<file path="src/rtl/riscv_bht_ctrl.sv">
// riscv_bht_ctrl: 16-entry 2-bit branch history table with lookup/update arbitration,
//   an init/flush sweep and statistic counters for the HPC block.
// Latency: lookup accepted in cycle T -> pred_valid_o/pred_taken_o in T+1; an update is
//   written to the table no earlier than the cycle after it is pushed.
// Backpressure: lookup_ready_o drops only when the update FIFO is full and a lookup is
//   pending (the FIFO head drains that cycle); upd_ready_o = RUN && !full; both low in
//   INIT and in a flush cycle.
// Ports: clk/rst_ni (async active-low); lookup_* (fetch request, ready, 1-cycle prediction);
//   upd_* (resolved branch, valid/ready); flush_i; init_busy_o; stat_* counters.
// Optional: define BHT_UPD_BYPASS_EN to make lookups see pending FIFO updates to their index.
module riscv_bht_ctrl #(
  parameter int unsigned INDEX_BITS = 4,
  parameter int unsigned INDEX_LSB  = 2,
  parameter int unsigned UPD_DEPTH  = 2,
  parameter int unsigned CNT_W      = 32
) (
  input  logic             clk,
  input  logic             rst_ni,
  input  logic             lookup_valid_i,
  input  logic [31:0]      lookup_pc_i,
  output logic             lookup_ready_o,
  output logic             pred_valid_o,
  output logic             pred_taken_o,
  input  logic             upd_valid_i,
  input  logic [31:0]      upd_pc_i,
  input  logic             upd_taken_i,
  input  logic             upd_pred_i,
  output logic             upd_ready_o,
  input  logic             flush_i,
  output logic             init_busy_o,
  output logic [CNT_W-1:0] stat_lookup_o,
  output logic [CNT_W-1:0] stat_update_o,
  output logic [CNT_W-1:0] stat_mispred_o
);

  localparam int unsigned N      = 1 << INDEX_BITS;
  localparam int unsigned PTR_W  = $clog2(UPD_DEPTH);
  localparam int unsigned IDX_HI = INDEX_LSB + INDEX_BITS - 1;

  typedef logic [INDEX_BITS-1:0] idx_t;
  typedef struct packed {
    idx_t idx;
    logic taken;
  } upd_t;
  typedef enum logic {INIT, RUN} state_t;

  // Saturating 2-bit step: taken moves toward 00, not-taken toward 11.
  function automatic logic [1:0] sat_step(input logic [1:0] e, input logic taken);
    if (taken) return (e == 2'b00) ? 2'b00 : e - 2'b01;
    else       return (e == 2'b11) ? 2'b11 : e + 2'b01;
  endfunction

  state_t           state_q, state_d;
  idx_t             sweep_q, sweep_d;
  logic [1:0]       bht_q [N];
  upd_t             fifo_q [UPD_DEPTH];
  logic [PTR_W-1:0] rd_ptr_q, wr_ptr_q;
  logic [PTR_W:0]   cnt_q, cnt_d;
  logic             full, empty;
  idx_t             lk_idx, up_idx;
  upd_t             head;
  logic             lk_rdy, up_rdy, lk_acc, up_acc, pop, fifo_clr;
  logic             tbl_we;
  idx_t             tbl_widx;
  logic [1:0]       tbl_wdat;
  logic [1:0]       pred_ent;
  logic             pred_valid_q, pred_taken_q;
  logic [CNT_W-1:0] stat_lookup_q, stat_update_q, stat_mispred_q;
  logic             unused_pc_bits;

  assign lk_idx = lookup_pc_i[IDX_HI:INDEX_LSB];
  assign up_idx = upd_pc_i[IDX_HI:INDEX_LSB];
  assign unused_pc_bits = ^{lookup_pc_i[31:IDX_HI+1], lookup_pc_i[INDEX_LSB-1:0],
                            upd_pc_i[31:IDX_HI+1], upd_pc_i[INDEX_LSB-1:0]};

  assign full  = (cnt_q == (PTR_W+1)'(UPD_DEPTH));
  assign empty = (cnt_q == '0);
  assign head  = fifo_q[rd_ptr_q];

  // Next-state and table-port arbitration. The table has one port: the
  // sweep write, a lookup read, or a FIFO-head read-modify-write.
  always_comb begin
    state_d  = state_q;
    sweep_d  = sweep_q;
    lk_rdy   = 1'b0;
    up_rdy   = 1'b0;
    pop      = 1'b0;
    fifo_clr = 1'b0;
    tbl_we   = 1'b0;
    tbl_widx = sweep_q;
    tbl_wdat = 2'b10;
    case (state_q)
      INIT: begin
        tbl_we  = 1'b1;
        sweep_d = sweep_q + idx_t'(1);
        if (sweep_q == idx_t'(N-1)) state_d = RUN;
      end
      RUN: begin
        if (flush_i) begin
          fifo_clr = 1'b1;
          sweep_d  = '0;
          state_d  = INIT;
        end else begin
          // A full FIFO steals the port from a pending lookup so updates
          // cannot starve behind continuous fetch traffic.
          lk_rdy = !(full && lookup_valid_i);
          up_rdy = !full;
          if (!(lookup_valid_i && lk_rdy) && !empty) begin
            pop      = 1'b1;
            tbl_we   = 1'b1;
            tbl_widx = head.idx;
            tbl_wdat = sat_step(bht_q[head.idx], head.taken);
          end
        end
      end
      default: state_d = INIT;
    endcase
  end

  assign lk_acc = lookup_valid_i && lk_rdy;
  assign up_acc = upd_valid_i && up_rdy;

  always_comb begin
    cnt_d = cnt_q;
    case ({up_acc, pop})
      2'b10:   cnt_d = cnt_q + 1'b1;
      2'b01:   cnt_d = cnt_q - 1'b1;
      default: cnt_d = cnt_q;
    endcase
  end

  // Prediction source; with bypass, pending updates to the same index are
  // folded in oldest-first on top of the stored entry.
  always_comb begin
    pred_ent = bht_q[lk_idx];
`ifdef BHT_UPD_BYPASS_EN
    for (int i = 0; i < UPD_DEPTH; i++) begin
      logic [PTR_W-1:0] slot;
      slot = rd_ptr_q + PTR_W'(i);
      if (((PTR_W+1)'(i) < cnt_q) && (fifo_q[slot].idx == lk_idx))
        pred_ent = sat_step(pred_ent, fifo_q[slot].taken);
    end
`endif
  end

  always_ff @(posedge clk or negedge rst_ni) begin
    if (!rst_ni) begin
      state_q        <= INIT;
      sweep_q        <= '0;
      rd_ptr_q       <= '0;
      wr_ptr_q       <= '0;
      cnt_q          <= '0;
      pred_valid_q   <= 1'b0;
      pred_taken_q   <= 1'b0;
      stat_lookup_q  <= '0;
      stat_update_q  <= '0;
      stat_mispred_q <= '0;
    end else begin
      state_q      <= state_d;
      sweep_q      <= sweep_d;
      pred_valid_q <= lk_acc;
      if (lk_acc) pred_taken_q <= !pred_ent[1];
      if (fifo_clr) begin
        rd_ptr_q <= '0;
        wr_ptr_q <= '0;
        cnt_q    <= '0;
      end else begin
        if (up_acc) wr_ptr_q <= wr_ptr_q + 1'b1;
        if (pop)    rd_ptr_q <= rd_ptr_q + 1'b1;
        cnt_q <= cnt_d;
      end
      if (lk_acc) stat_lookup_q <= stat_lookup_q + CNT_W'(1);
      if (up_acc) stat_update_q <= stat_update_q + CNT_W'(1);
      if (up_acc && (upd_taken_i != upd_pred_i)) stat_mispred_q <= stat_mispred_q + CNT_W'(1);
    end
  end

  // Storage needs no reset: the table is rewritten by the sweep and FIFO
  // slots are only read when counted as occupied.
  always_ff @(posedge clk) begin
    if (up_acc) fifo_q[wr_ptr_q] <= '{idx: up_idx, taken: upd_taken_i};
    if (tbl_we) bht_q[tbl_widx] <= tbl_wdat;
  end

  assign lookup_ready_o = lk_rdy;
  assign upd_ready_o    = up_rdy;
  assign pred_valid_o   = pred_valid_q;
  assign pred_taken_o   = pred_taken_q;
  assign init_busy_o    = (state_q == INIT);
  assign stat_lookup_o  = stat_lookup_q;
  assign stat_update_o  = stat_update_q;
  assign stat_mispred_o = stat_mispred_q;

endmodule

</file>
<file path="config.mk">
export PLATFORM = sky130hd
export DESIGN_NAME = riscv_bht_ctrl
export DESIGN_NICKNAME = d
export VERILOG_FILES = /design/src/rtl/riscv_bht_ctrl.sv
export SDC_FILE = /design/constraint.sdc
export NUM_CORES = 1
export LEC_CHECK = 0
export ABC_AREA = 1
export ABC_CLOCK_PERIOD_IN_PS = 2500
export CAP_MARGIN = 0
export CELL_PAD_IN_SITES_DETAIL_PLACEMENT = 0
export CELL_PAD_IN_SITES_GLOBAL_PLACEMENT = 1
export CORE_MARGIN = 8
export CORE_UTILIZATION = 38
export CTS_BUF_LIST = sky130_fd_sc_hd__clkbuf_16
export DETAILED_ROUTE_END_ITERATION = 16
export GPL_TIMING_DRIVEN = 0
export PLACE_DENSITY = 0.82
export SYNTH_ARGS = -nofsm -noshare
export SYNTH_HDL_FRONTEND = slang
export SYNTH_SLANG_ARGS = --single-unit
</file>
<file path="constraint.sdc">
create_clock -name clk -period 2.5 [get_ports clk]
set_input_delay 0.25 -clock clk [delete_from_list [all_inputs] [get_ports clk]]
set_output_delay 0.25 -clock clk [all_outputs]
set_load 0.01 [all_outputs]
</file>
; After elaboration in Yosys (flattened, before gate mapping)
; Memory sizes are Yosys's and may differ from the RTL's.
; Cells that the tools add are included.
[classes]
eq_ne = 7
reduce_logical = 16
bitwise_logic = 1
n_addsub = 10
n_mux = 34
[ops]
columns = operator, n
row1 = "adder 32 x 1 -> 32 bit, second input constant", 3
row2 = 2-to-1 mux 1 bit, 19
row3 = 2-to-1 mux 4 bit, 4
row4 = 2-to-1 mux 2 bit, 7
row5 = case mux 4 bit (2 select lines), 1
row6 = "equality test 2 bit, second input constant", 3
row7 = logical AND 1 bit, 6
row8 = zero test 1 bit, 5
row9 = "adder 2 x 1 -> 2 bit, second input constant", 2
row10 = "adder 4 x 1 -> 4 bit, second input constant", 1
row11 = "equality test 4 bit, second input constant", 1
row12 = zero test 2 bit, 2
row13 = case mux 1 bit (2 select lines), 2
row14 = case mux 2 bit (2 select lines), 1
row15 = nonzero test 2 bit, 2
row16 = "subtractor 2 x 1 -> 2 bit, second input constant", 2
row17 = nonzero test 3 bit, 1
row18 = "adder 1 bit, second input constant", 2
row19 = "equality test 2 x 1 -> 1 bit, second input constant", 1
row20 = "inequality test 2 bit, second input constant", 1
row21 = inequality test 1 bit, 1
row22 = NOT 1 bit, 1
[word_totals]
regBits = 107
ramBits = 42
elab_cells = 80
n_memories = 2
output_inout_bits = 101
inputBits = 71
[mem_list]
columns = name, depth, word_bits, rd, rd_clocked_by_memory_dff, wr, line_no
row1 = bht_q, 16, 2, 2, 0, 1, 55  ; logic [1:0] bht_q [N];
row2 = fifo_q, 2, 5, 1, 0, 1, 56  ; upd_t fifo_q [UPD_DEPTH];

; Logic depth before layout (Yosys ltp)
; Gate-level depths: netlist of the first run.
[depth]
word_depth = 12
ltp_mapped = 13

; Worst setup path after synthesis of the first run
; No wires, ideal clock.
[synth_path]
path_type = reg-to-reg
startpoint = register rd_ptr_q
endpoint = memory bht_q[0][0] (data pin)
path_slack_ps = 451
n_path_buf = 1
required_ps = 2223
path_stages_with_launch = 13
arrival_time_ps = 1772
period_less_slack_ps = 2049
setup_time_ps = 277
cell_sequence = dfrtp_1 inv_1 nand2_1 nand2_1 buf_2 nand2_1 nand3_1 nand3_1 nand3_1 nand3_1 nand2_1 inv_1 nor2_1
[synth_between]
elab_chain_len = 8
[synth_lines]
columns = item, line_no
row1 = start: declaration, 57  ; logic [PTR_W-1:0] rd_ptr_q, wr_ptr_q;
row2 = start signal: assignment, 169  ; if (pop) rd_ptr_q <= rd_ptr_q + 1'b1;
row3 = memory read (2 x 5 bit) (*), --
row4 = memory read (16 x 2 bit), --
row5 = adder 2 x 1 -> 2 bit (tied with other cells), 50  ; else return (e == 2'b11) ? 2'b11 : e + 2'b01;
row6 = 2-to-1 mux 2 bit (on tied branches), "50, 49"
row7 = 2-to-1 mux 2 bit (*), 49  ; if (taken) return (e == 2'b00) ? 2'b00 : e - 2'b01;
row8 = 2-to-1 mux 2 bit (*), 108  ; if (!(lookup_valid_i && lk_rdy) && !empty) begin
row9 = 2-to-1 mux 2 bit (*), 99  ; if (flush_i) begin
row10 = 2-to-1 mux 2 bit (*), 92  ; case (state_q)
row11 = via tbl_wdat[0], 65  ; logic [1:0] tbl_wdat;
row12 = end: declaration, 55
; The timed path passes the listed nets; every way through them passes the cells marked *.

; Worst setup path after layout of the first run
[layout_path]
startpoint = register rd_ptr_q
endpoint = memory bht_q[13][0] (enable)
[layout_between]
elab_chain_len = 4
[layout_lines]
columns = item, line_no
row1 = memory read (2 x 5 bit), --
row2 = 2-to-1 mux 4 bit, 108
row3 = 2-to-1 mux 4 bit, 99
row4 = 2-to-1 mux 4 bit, 92
; Every way passes these cells.

==> results of run 1 <==
## worst min path at each step
stage,endpoint,slack [ns],cells past startpoint
finish,rd_ptr_q$_DFFE_PN0P_,0.25,2
detailed placement,rd_ptr_q$_DFFE_PN0P_,0.12,1
floorplan,cnt_q[0]$_DFFE_PN0P_,-0.05,0
global route,rd_ptr_q$_DFFE_PN0P_,0.25,2
global placement,stat_update_o[31]$_DFFE_PN0P_,0.46,1
CTS,rd_ptr_q$_DFFE_PN0P_,0.24,2
## stage by stage
step / instances / utilization (%) / hold slack, ns / worst slack, ns / total power [mW]
2_1_floorplan: 939 / - / -0.04559 / 0.4509 / 4.120
3_3_place_gp: 1323 / 46.23 / 0.4605 / -3.341 / 4.814
3_5_place_dp: 1324 / 46.38 / 0.1232 / -0.3928 / 4.846
4_1_cts: 1357 / 49.51 / 0.2391 / 0.09868 / 7.531
5_1_grt: 1358 / 49.69 / 0.2450 / 0.02138 / 7.923
6_report: 1358 / 49.69 / 0.2468 / 0.2306 / 7.477
## registers in the layout, summed over array words and instances (netlist names)
register / count
rd_ptr_q: 1
sweep_q: 4
cnt_q: 2
pred_taken_o: 1
stat_mispred_o: 32
bht_q: 32
fifo_q: 10
pred_valid_o: 1
state_q: 1
stat_update_o: 32
stat_lookup_o: 32
wr_ptr_q: 1
## cell families (layout without fill, tap and decap cells)
| logic type | Yosys count | in the layout | synth area share [%] |
|---|---|---|---|
| buffers and inverters | 107 | 256 | 5.302 |
| AO/OA/AOI/OAI | 50 | 50 | 3.434 |
| flip-flops | 149 | 149 | 49.82 |
| AND/OR/NAND/NOR | 542 | 542 | 31.18 |
| adder cells (fa/ha/maj) | 4 | 4 | 0.6330 |
| XOR/XNOR | 87 | 87 | 9.638 |
## layout make-up
| cell class | count | area (um^2) | area share (%) |
|---|---|---|---|
| sequential | 149 | 3939 | 39.05 |
| clock inverter | 14 | 157.7 | 1.563 |
| tap | 270 | 337.8 | 3.349 |
| clock buffer | 18 | 450.4 | 4.466 |
| multi-input combinational | 683 | 3582 | 35.52 |
| timing repair buffer | 117 | 1200 | 11.90 |
| inverter | 98 | 372.9 | 3.697 |
| buffer | 9 | 46.29 | 0.4590 |
## cells in the mapped netlist (all sizes together) (2+ instances only)
cell type  instances
nand2            275
nor2             117
dfrtp            107
inv               97
nand3             78
xor2              53
edfxtp            42
xnor2             34
nor3              33
o21ai             33
nand4             22
a21oi              9
buf                7
nor4               7
ha                 4
nand3b             4
a22oi              3
and2               3
a21boi             2
clkbuf             2
or2                2
## routing by layer
metal  GRT usage [%]  vias to the layer above  share of wire [%]
met3           4.859                       13                5.2
li1                -                     3310                  -
met2           26.60                      125                 48
met1           20.15                     3023                 46
met5               0                        -                  0
met4           3.653                        0               0.70
## worst reg2reg max path: cells and delay by family (launching register included)
kind,cells,cell delay (ns)
buffers and inverters,2,0.46
AO/OA/AOI/OAI,2,0.54
AND/OR/NAND/NOR,3,0.55
flip-flops,1,0.40
## what timing repair did
| action | in CTS | in global routing |
|---|---|---|
| buffers inserted | 0 | 1 |
| pin swaps | 0 | 1 |
| gates resized for setup | 6 | 4 |
| hold endpoints to repair | 20 | 0 |
| hold buffers | 1 | 0 |
| endpoints found under the setup margin | 32 | 38 |
## power breakdown
group          switching (mW)  internal [mW]  total, mW
registers               0.273           2.81       3.09
clock network            1.02           1.62       2.64
logic                    1.05          0.699       1.75
total                    2.34           5.14       7.48
==> metrics.cfg, run 1 <==
[status]
run_status = complete, no violations

[die]
ioPinCount = 172
initial_core_util_pct = 38.95
fp-row-count = 52
dieWidth_um = 160.2
die_h_um = 160.2
core_um2 = 20300
die-area_um2 = 25680

[grt]
grt_start_max_net_pins = 88
grt_overflow = 0
grtUsageTotal_pct = 16.03
grt_pass1_vias = 6666
grt_pass1_wl_um = 33610
antenna_found_initial = 0

[layout]
nNetsFinal = 1150
final_cell_mix = nand2_1 (266), clkdlybuf4s50_1 (113), dfrtp_1 (107)
fillers = 1936
syn2layout_area_growth_pct = 27.57
layout_commonest_cell = nand2_1
stdcell_area_um2 = 10090
antenna-diode-count = 0
drive_above_1_share_pct = 6.893

[placed_design]
place_area_um2 = 9414
place_hpwl_um = 15160
gp_congestion = 0.8388
portBuffers = 114

[yosys]
yosysTopAreaCellShare_pct = 33.87
synth.distinct_cells = 38
synth_area_leaders = dfrtp_1 (34%), edfxtp_1 (16%), nand2_1 (13%)
synth_top_flop_cell = dfrtp_1
syn-cell-area_um2 = 7906
synth_warnings = 0
syn_nets = 1014
async_reset_ff_share_pct = 71.81
synth_top_cell_by_area = dfrtp_1
synthCells = 939
synth_edf_count = 42
syn_area_per_cell_um2 = 8.420
yosysSeqAreaShare_pct = 49.82
ys_ff_latch = 149

[min_path]
hp-class = in2async

[clock_network]
cts.path.max_buffers = 2
cts_buffers = 17
cts_root_buf = clkbuf_16
clk_latency_ns = 0.42
path_clk_slew_ns = 0.06
cts_tree = built
htreeDepth = 4
cts_sinks = 149

[worst_setup_path]
path_class = reg2reg
crit_chain = buf_2 > nand2_1 > o21ai_1 > inv_1 > o21ai_1 > nand3_1 > nor2_1
cpLargestDelayFamily = simple AND/OR/NAND/NOR gates
r2r-end = bht_q[13][0]$_DFFE_PP_
slowest_stage = dfrtp_1
arrival_ns = 2.36
end_kind = register
path_depth = 7
max_stage_delay_ns = 0.40
cp.required_ns = 2.59
crit_path_start = rd_ptr_q$_DFFE_PN0P_
worstPathMaxFanout = 10
start_kind = register
worst-r2r-cell-count = 7
rrSetupSlack_ns = 0.23
path_buf_inv = 2
critical_path.endpoint = bht_q[13][0]$_DFFE_PP_
r2r-start = rd_ptr_q$_DFFE_PN0P_
crit_top_cell = o21ai_1

[timing]
period_minus_slack_ns = 2.269
relSlewSlack_pct = 63.61
setup_violations = 0
worst_pin_slew_ns = 0.5429
timing.fmax_mhz = 440.6
drv_slew = 0
fin_setup_tns_ns = 0
finalCritPeriodShare_pct = 90.78
grt_setup_unrepaired = false
skew_ns = 0.01332
finalHoldViolCount = 0

[routing]
viasPerCell = 4.765
post_drt_wl_per_cell_um = 14.82
final_antenna_net_count = 0
vias = 6471
dr.pass1.iters = 4
drt-total-wl_um = 20120
drc = 0
dr.first_iter.drc_count = 280

[pwr]
p_leak_nw = 4.455
peakVddDrop_mv = 0.5259
power_density_nw_per_um2 = 741.3

[run]
max_cap_viol_count = 0

Power figures use the tool's default switching activity.
==> run 2: changes to the inputs <==
--- a/config.mk
+++ b/config.mk
@@ -6,7 +6,6 @@
 export NUM_CORES = 1
 export LEC_CHECK = 0
 export ABC_AREA = 1
-export ABC_CLOCK_PERIOD_IN_PS = 2500
 export CAP_MARGIN = 0
 export CELL_PAD_IN_SITES_DETAIL_PLACEMENT = 0
 export CELL_PAD_IN_SITES_GLOBAL_PLACEMENT = 1
==> results of run 2 <==
The final DEF is identical to that of run 1; final timing and power are the same.
